<file path="src/rtl/proc_pkg.sv">
// Shared definitions for the multi-cycle processor: opcodes, FSM state codes
// and bit positions of the 8-bit instruction word.
package proc_pkg;

   localparam logic [3:0] OP_NOP = 4'h0;
   localparam logic [3:0] OP_ADD = 4'h1;
   localparam logic [3:0] OP_SUB = 4'h2;
   localparam logic [3:0] OP_AND = 4'h3;
   localparam logic [3:0] OP_OR  = 4'h4;
   localparam logic [3:0] OP_MOV = 4'h5;
   localparam logic [3:0] OP_LDI = 4'h6;
   localparam logic [3:0] OP_LD  = 4'h7;
   localparam logic [3:0] OP_ST  = 4'h8;
   localparam logic [3:0] OP_JMP = 4'h9;
   localparam logic [3:0] OP_BEQ = 4'hA;
   localparam logic [3:0] OP_HLT = 4'hF;

   localparam int IR_W   = 8;
   localparam int OP_MSB = 7;
   localparam int OP_LSB = 4;
   localparam int RA_MSB = 3;
   localparam int RA_LSB = 2;
   localparam int RB_MSB = 1;
   localparam int RB_LSB = 0;

   typedef logic [2:0] state_t;

   localparam state_t ST_FETCH  = 3'd0;
   localparam state_t ST_DECODE = 3'd1;
   localparam state_t ST_FETCH2 = 3'd2;
   localparam state_t ST_EXEC   = 3'd3;
   localparam state_t ST_MEM    = 3'd4;
   localparam state_t ST_HALT   = 3'd5;

   // LDI, LD, ST, JMP and BEQ carry a second operand word.
   function automatic logic has_operand(input logic [3:0] op);
      return (op >= OP_LDI) && (op <= OP_BEQ);
   endfunction

   function automatic logic updates_flag(input logic [3:0] op);
      return (op >= OP_ADD) && (op <= OP_OR);
   endfunction

endpackage

</file>
<file path="src/rtl/banco_reg_p.sv">
// Four-entry register file: two combinational read ports, one synchronous
// write port, r3 exported for the board display.
module banco_reg_p #(
   parameter int DATA_W = 8
) (
   input  logic              clk,
   input  logic              reset,
   input  logic [1:0]        raddr_a,
   input  logic [1:0]        raddr_b,
   output logic [DATA_W-1:0] rdata_a,
   output logic [DATA_W-1:0] rdata_b,
   input  logic              we,
   input  logic [1:0]        waddr,
   input  logic [DATA_W-1:0] wdata,
   output logic [DATA_W-1:0] r3
);

   logic [DATA_W-1:0] regs_q [4];
   logic [DATA_W-1:0] regs_d [4];

   always_comb begin
      regs_d = regs_q;
      if (we) begin
         regs_d[waddr] = wdata;
      end
   end

   always_ff @(posedge clk or negedge reset) begin
      if (!reset) begin
         for (int i = 0; i < 4; i++) begin
            regs_q[i] <= '0;
         end
      end else begin
         regs_q <= regs_d;
      end
   end

   assign rdata_a = regs_q[raddr_a];
   assign rdata_b = regs_q[raddr_b];
   assign r3      = regs_q[3];

endmodule

</file>
<file path="src/rtl/processador_multiciclo.sv">
// Multi-cycle processor: fetch/decode/execute FSM over one unified memory
// port with a req/ack handshake, so the memory may insert wait states.
module processador_multiciclo
   import proc_pkg::*;
#(
   parameter int DATA_W = 8,
   parameter int ADDR_W = 8
) (
   input  logic              clk,
   input  logic              reset,
   output logic              mem_req,
   output logic              mem_we,
   output logic [ADDR_W-1:0] mem_addr,
   output logic [DATA_W-1:0] mem_wdata,
   input  logic [DATA_W-1:0] mem_rdata,
   input  logic              mem_ack,
   output logic [ADDR_W-1:0] pc,
   output logic              halted,
   output logic [DATA_W-1:0] dbg_r3
);

   localparam logic [ADDR_W-1:0] PC_ONE = ADDR_W'(1);

   state_t            state_q, state_d;
   logic [ADDR_W-1:0] pc_q, pc_d;
   logic [IR_W-1:0]   ir_q, ir_d;
   logic [DATA_W-1:0] opr_q, opr_d;
   logic              z_q, z_d;
   logic              mem_req_q, mem_req_d;
   logic              mem_we_q, mem_we_d;
   logic [ADDR_W-1:0] mem_addr_q, mem_addr_d;
   logic [DATA_W-1:0] mem_wdata_q, mem_wdata_d;
   logic              halted_q, halted_d;

   logic [3:0]        op;
   logic [1:0]        ra, rb;
   logic [DATA_W-1:0] rd_a, rd_b, alu_res;
   logic [ADDR_W-1:0] pc_inc, opr_addr;
   logic              acked;
   logic              rf_we;
   logic [DATA_W-1:0] rf_wdata;

   assign op       = ir_q[OP_MSB:OP_LSB];
   assign ra       = ir_q[RA_MSB:RA_LSB];
   assign rb       = ir_q[RB_MSB:RB_LSB];
   assign pc_inc   = pc_q + PC_ONE;
   assign opr_addr = opr_q[ADDR_W-1:0];
   assign acked    = mem_req_q & mem_ack;

   banco_reg_p #(
      .DATA_W(DATA_W)
   ) u_rf (
      .clk    (clk),
      .reset  (reset),
      .raddr_a(ra),
      .raddr_b(rb),
      .rdata_a(rd_a),
      .rdata_b(rd_b),
      .we     (rf_we),
      .waddr  (ra),
      .wdata  (rf_wdata),
      .r3     (dbg_r3)
   );

   always_comb begin
      alu_res = '0;
      case (op)
         OP_ADD:  alu_res = rd_a + rd_b;
         OP_SUB:  alu_res = rd_a - rd_b;
         OP_AND:  alu_res = rd_a & rd_b;
         OP_OR:   alu_res = rd_a | rd_b;
         OP_MOV:  alu_res = rd_b;
         OP_LDI:  alu_res = opr_q;
         default: alu_res = '0;
      endcase
   end

   // Bus outputs are registered, so each transition also sets up the
   // request belonging to the state being entered.
   always_comb begin
      state_d     = state_q;
      pc_d        = pc_q;
      ir_d        = ir_q;
      opr_d       = opr_q;
      z_d         = z_q;
      mem_req_d   = mem_req_q;
      mem_we_d    = mem_we_q;
      mem_addr_d  = mem_addr_q;
      mem_wdata_d = mem_wdata_q;
      halted_d    = halted_q;
      rf_we       = 1'b0;
      rf_wdata    = alu_res;

      case (state_q)
         ST_FETCH: begin
            if (!mem_req_q) begin
               // Only reached straight out of reset: launch the first fetch.
               mem_req_d  = 1'b1;
               mem_we_d   = 1'b0;
               mem_addr_d = pc_q;
            end else if (mem_ack) begin
               ir_d      = mem_rdata[IR_W-1:0];
               pc_d      = pc_inc;
               mem_req_d = 1'b0;
               state_d   = ST_DECODE;
            end
         end

         ST_DECODE: begin
            if (has_operand(op)) begin
               mem_req_d  = 1'b1;
               mem_we_d   = 1'b0;
               mem_addr_d = pc_q;
               state_d    = ST_FETCH2;
            end else if (op == OP_HLT) begin
               halted_d = 1'b1;
               state_d  = ST_HALT;
            end else begin
               state_d = ST_EXEC;
            end
         end

         ST_FETCH2: begin
            if (acked) begin
               opr_d     = mem_rdata;
               pc_d      = pc_inc;
               mem_req_d = 1'b0;
               state_d   = ST_EXEC;
            end
         end

         ST_EXEC: begin
            state_d    = ST_FETCH;
            mem_req_d  = 1'b1;
            mem_we_d   = 1'b0;
            mem_addr_d = pc_q;
            case (op)
               OP_ADD, OP_SUB, OP_AND, OP_OR, OP_MOV, OP_LDI: begin
                  rf_we = 1'b1;
                  if (updates_flag(op)) begin
                     z_d = (alu_res == '0);
                  end
               end
               OP_JMP: begin
                  pc_d       = opr_addr;
                  mem_addr_d = opr_addr;
               end
               OP_BEQ: begin
                  if (rd_a == rd_b) begin
                     pc_d       = opr_addr;
                     mem_addr_d = opr_addr;
                  end
               end
               OP_LD, OP_ST: begin
                  state_d    = ST_MEM;
                  mem_addr_d = opr_addr;
                  mem_we_d   = (op == OP_ST);
                  if (op == OP_ST) begin
                     mem_wdata_d = rd_a;
                  end
               end
               default: ;
            endcase
         end

         ST_MEM: begin
            if (acked) begin
               if (!mem_we_q) begin
                  rf_we    = 1'b1;
                  rf_wdata = mem_rdata;
               end
               state_d    = ST_FETCH;
               mem_req_d  = 1'b1;
               mem_we_d   = 1'b0;
               mem_addr_d = pc_q;
            end
         end

         ST_HALT: begin
            mem_req_d = 1'b0;
            halted_d  = 1'b1;
         end

         default: begin
            state_d   = ST_FETCH;
            mem_req_d = 1'b0;
         end
      endcase
   end

   always_ff @(posedge clk or negedge reset) begin
      if (!reset) begin
         state_q     <= ST_FETCH;
         pc_q        <= '0;
         ir_q        <= '0;
         opr_q       <= '0;
         z_q         <= 1'b0;
         mem_req_q   <= 1'b0;
         mem_we_q    <= 1'b0;
         mem_addr_q  <= '0;
         mem_wdata_q <= '0;
         halted_q    <= 1'b0;
      end else begin
         state_q     <= state_d;
         pc_q        <= pc_d;
         ir_q        <= ir_d;
         opr_q       <= opr_d;
         z_q         <= z_d;
         mem_req_q   <= mem_req_d;
         mem_we_q    <= mem_we_d;
         mem_addr_q  <= mem_addr_d;
         mem_wdata_q <= mem_wdata_d;
         halted_q    <= halted_d;
      end
   end

   assign mem_req   = mem_req_q;
   assign mem_we    = mem_we_q;
   assign mem_addr  = mem_addr_q;
   assign mem_wdata = mem_wdata_q;
   assign pc        = pc_q;
   assign halted    = halted_q;

endmodule

</file>
<file path="config.mk">
export PLATFORM = sky130hd
export DESIGN_NAME = processador_multiciclo
export DESIGN_NICKNAME = d
export VERILOG_FILES = /design/src/rtl/proc_pkg.sv /design/src/rtl/banco_reg_p.sv /design/src/rtl/processador_multiciclo.sv
export SDC_FILE = /design/constraint.sdc
export NUM_CORES = 1
export LEC_CHECK = 0
export CAP_MARGIN = 20
export CELL_PAD_IN_SITES_DETAIL_PLACEMENT = 1
export CELL_PAD_IN_SITES_GLOBAL_PLACEMENT = 2
export CORE_MARGIN = 2
export CORE_UTILIZATION = 37
export CTS_CLUSTER_SIZE = 20
export DETAILED_ROUTE_END_ITERATION = 10
export PLACE_DENSITY = 0.87
export REMOVE_ABC_BUFFERS = 1
export SLEW_MARGIN = 10
export SYNTH_ARGS = -nofsm -noshare
export SYNTH_HDL_FRONTEND = slang
export SYNTH_SLANG_ARGS = --single-unit
</file>
<file path="constraint.sdc">
create_clock -name clk -period 3.54 [get_ports clk]
set_input_delay 0.885 -clock clk [delete_from_list [all_inputs] [get_ports clk]]
set_output_delay 0.885 -clock clk [all_outputs]
set_load 0.01 [all_outputs]
</file>
==> results.py <==
metrics = {
    "outcome": {
        "outcome": "complete, no violations",
    },
    "pwr": {
        "p_switching_uw": 431,
        "total_leakage_power_uw": 0.00257,
        "swShare_pct": 22.1,
        "clock_power_share_pct": 52.3,
        "seqPwrFrac_pct": 45.8,
        "peakVddDrop_uv": 267,
        "p_int_uw": 1520,
        "powerDensity_nw_per_um2": 310,
        "combPwrFrac_pct": 1.9,
    },
    "logic_synthesis": {
        "synth.most_common_cell": "nand2_1",
        "synthArstFlopShare_pct": 100,
        "yosysWarnings": 0,
        "synth_largest_area_cell": "dfrtp_1",
        "synth_edf_count": 0,
        "ys_seq_area_share_pct": 37.3,
        "syn_area_per_cell_sq_um": 9.44,
        "netlist_area_sq_um": 5240,
        "synthTopCellsByArea": "dfrtp_1 (37%), mux4_2 (6.9%), ha_1 (5.7%)",
        "synthFlopType": "dfrtp_1",
        "synthTopCellsByCount": "nand2_1 (80), dfrtp_1 (78), a21oi_1 (29)",
        "yosysTopAreaCellShare_pct": 37.3,
        "syn_inst": 555,
        "ys_ff_latch": 78,
        "synth.distinct_cells": 64,
    },
    "timing": {
        "worstMarginPinSlew_ns": 0.838,
        "hold_viol": 0,
        "clock_skew_ns": 0.0123,
        "timing.fmax_mhz": 295,
        "tns_ns": 0,
        "finalSetupViolations": 0,
        "finalWorstSetupSlack_ns": 0.145,
        "rsz0062_at_grt": "false",
        "slew_headroom_pct": 44.0,
        "hold_ws_ns": 0.476,
        "period_share_pct": 95.9,
        "timing.final.crit_period_ns": 3.39,
        "finalMaxSlewViolations": 0,
    },
    "worst_setup_path": {
        "end_kind": "flip-flop",
        "reg2reg_slack_ns": 0.15,
        "cp.required_ns": 3.75,
        "crit_chain": "mux4_2 -> inv_1 -> ha_1 -> a211oi_1 -> buf_4 -> nor2_1 -> o21a_1 -> a221o_1 -> a21oi_1 -> buf_4 -> o31ai_1",
        "cp_common_cell": "buf_4",
        "max_stage_delay_ns": 0.61,
        "cp_top_family": "compound AO/OA/AOI/OAI gates",
        "arrival_ns": 3.60,
        "cp_num_buf_inv": 3,
        "crit_path_top_delay_cell": "mux4_2",
        "critical_path_class": "flip-flop to flip-flop",
        "cp_max_fo": 7,
        "cp-start-kind": "flip-flop",
    },
    "clock_network": {
        "cts_max_level": 3,
        "clkTransAtPathRegs_ns": 0.06,
        "clockRootBuffer": "clkbuf_16",
        "clkLatencyLatePin_ns": 0.36,
        "clk_path_buf_depth": 2,
        "ctsHoldBuffers": 0,
        "cts_sinks": 78,
        "numCtsBuffers": 9,
        "cts_tree": "yes",
    },
    "hold_path": {
        "min_path_type": "flip-flop to flip-flop",
    },
    "global_routing": {
        "grt_pass1_wl_mm": 26.5,
        "antenna_found_initial": 0,
        "gr-total-overflow": 0,
        "grt_max_degree": 79,
        "grt_pass1_vias": 4618,
        "track_usage_pct": 23.4,
    },
    "layout": {
        "utilization_pct": 45.2,
        "regArea_sq_um": 1950,
        "diodes": 0,
        "final_cells": 785,
        "drive_gt1_share_pct": 15.9,
        "fillers": 1616,
        "nets": 638,
        "syn_to_final_growth_pct": 19.9,
        "multi_input_area_sq_um": 2990,
    },
    "flow_run": {
        "max-cap-violations": 0,
    },
    "route": {
        "vias": 4552,
        "ant_nets": 0,
        "drtPass1Iterations": 4,
        "wl_per_cell_microns": 21.4,
        "wirelength_mm": 16.8,
        "drtIter0Drc": 295,
        "routed_via_density": 5.80,
        "drc": 0,
    },
    "floorplanning": {
        "die_h_microns": 123,
        "initial_core_util_pct": 37.7,
        "dieWidth_microns": 123,
        "dieArea_sq_um": 15100,
        "io_pins": 46,
        "std_cell_rows": 43,
        "core_area_sq_um": 13900,
    },
    "place": {
        "gp_congestion": 0.959,
        "dpl.cell_count": 761,
        "pre_cts_ws_ns": -0.0205,
        "post-dp-hpwl_mm": 12.3,
        "port_buffers": 45,
    },
}
[cells in the final DEF, fill, tap and decap left out, types with 12 or more instances in the layout]
cell type,instances
dfrtp_1,76
o21ai_1,28
ha_1,24
clkdlybuf4s50_1,44
a21oi_1,29
nor2_1,25
mux2_2,18
mux2i_1,12
buf_4,31
nand2_1,80
mux4_2,16
o21ai_0,28
inv_1,24
[final timing paths]
path,endpoint,cells after the start,from
min in group asynchronous,mem_addr[6],1,reset
max in group asynchronous,halted,2,reset
worst min-delay path,halted,1,halted
worst max-delay path,u_rf.regs_q[23],11,ir_q[2]
worst min register to register,halted,1,halted
worst max register to register,u_rf.regs_q[23],11,ir_q[2]
[stage by stage]
stage          cell area, sq um  total power [uW]
2_1_floorplan              5030               909
3_3_place_gp               5870               943
3_5_place_dp               5870               944
4_1_cts                    6190              1960
5_1_grt                    6280              2000
6_report                   6280              1950
[logic make-up after synthesis]
family,Yosys count,synth area share (%)
AOI/OAI and AO/OA,152,18.7
xor gates and xnor gates,6,1.00
adders and majority gates,26,6.50
buffers and inverters,66,5.76
DFF,78,37.3
muxes,46,13.0
and+or+nand+nor,181,17.7
[layout make-up]
class	count	area share, %
multi-input cells	411	47.5
flip-flops and latches	78	31.1
repair buffers	77	11.4
inverters	24	1.43
clock inverters	6	1.37
well taps	180	3.59
clock buffers	9	3.59
[power by group through the flow]
stage / combinational, uW / clock (uW) / sequential, uW
3_3_place_gp: 34.8 / 0 / 908
2_1_floorplan: 0.508 / 0 / 908
5_1_grt: 41.4 / 1070 / 891
4_1_cts: 36.1 / 1030 / 891
6_report: 37.5 / 1020 / 891
3_5_place_dp: 36.0 / 0 / 908
[layer usage]
metal / vias to the layer above / global-route usage, % / wire length [microns]
li1: 2118 / - / -
met1: 2336 / 33.3 / 8010
met2: 78 / 36.5 / 7930
met3: 20 / 3.14 / 558
met5: - / 0 / 0
met4: 0 / 8.74 / 326
[flip-flops by register name, indices dropped and copies added (netlist names)]
signal / cells
state_q: 3
mem_req: 1
mem_addr: 8
mem_we: 1
opr_addr: 8
halted: 1
u_rf.regs_q: 24
ir_q: 8
u_rf.r3: 8
pc: 8
mem_wdata: 8
[worst reg2reg max path: cells and delay by family, from the launching register on]
kind	cells	cell delay (ns)
AOI/OAI and AO/OA	5	1.23
adders and majority gates	1	0.32
DFF	1	0.47
buffers and inverters	3	0.56
and+or+nand+nor	1	0.06
muxes	1	0.62
[what timing repair did]
| action | 4_1_cts | 5_1_grt |
|---|---|---|
| setup buffers | 0 | 8 |
| setup endpoints to repair | 12 | 20 |
| resized for setup | 1 | 1 |
No activity file was read; power rests on OpenSTA's default activity.
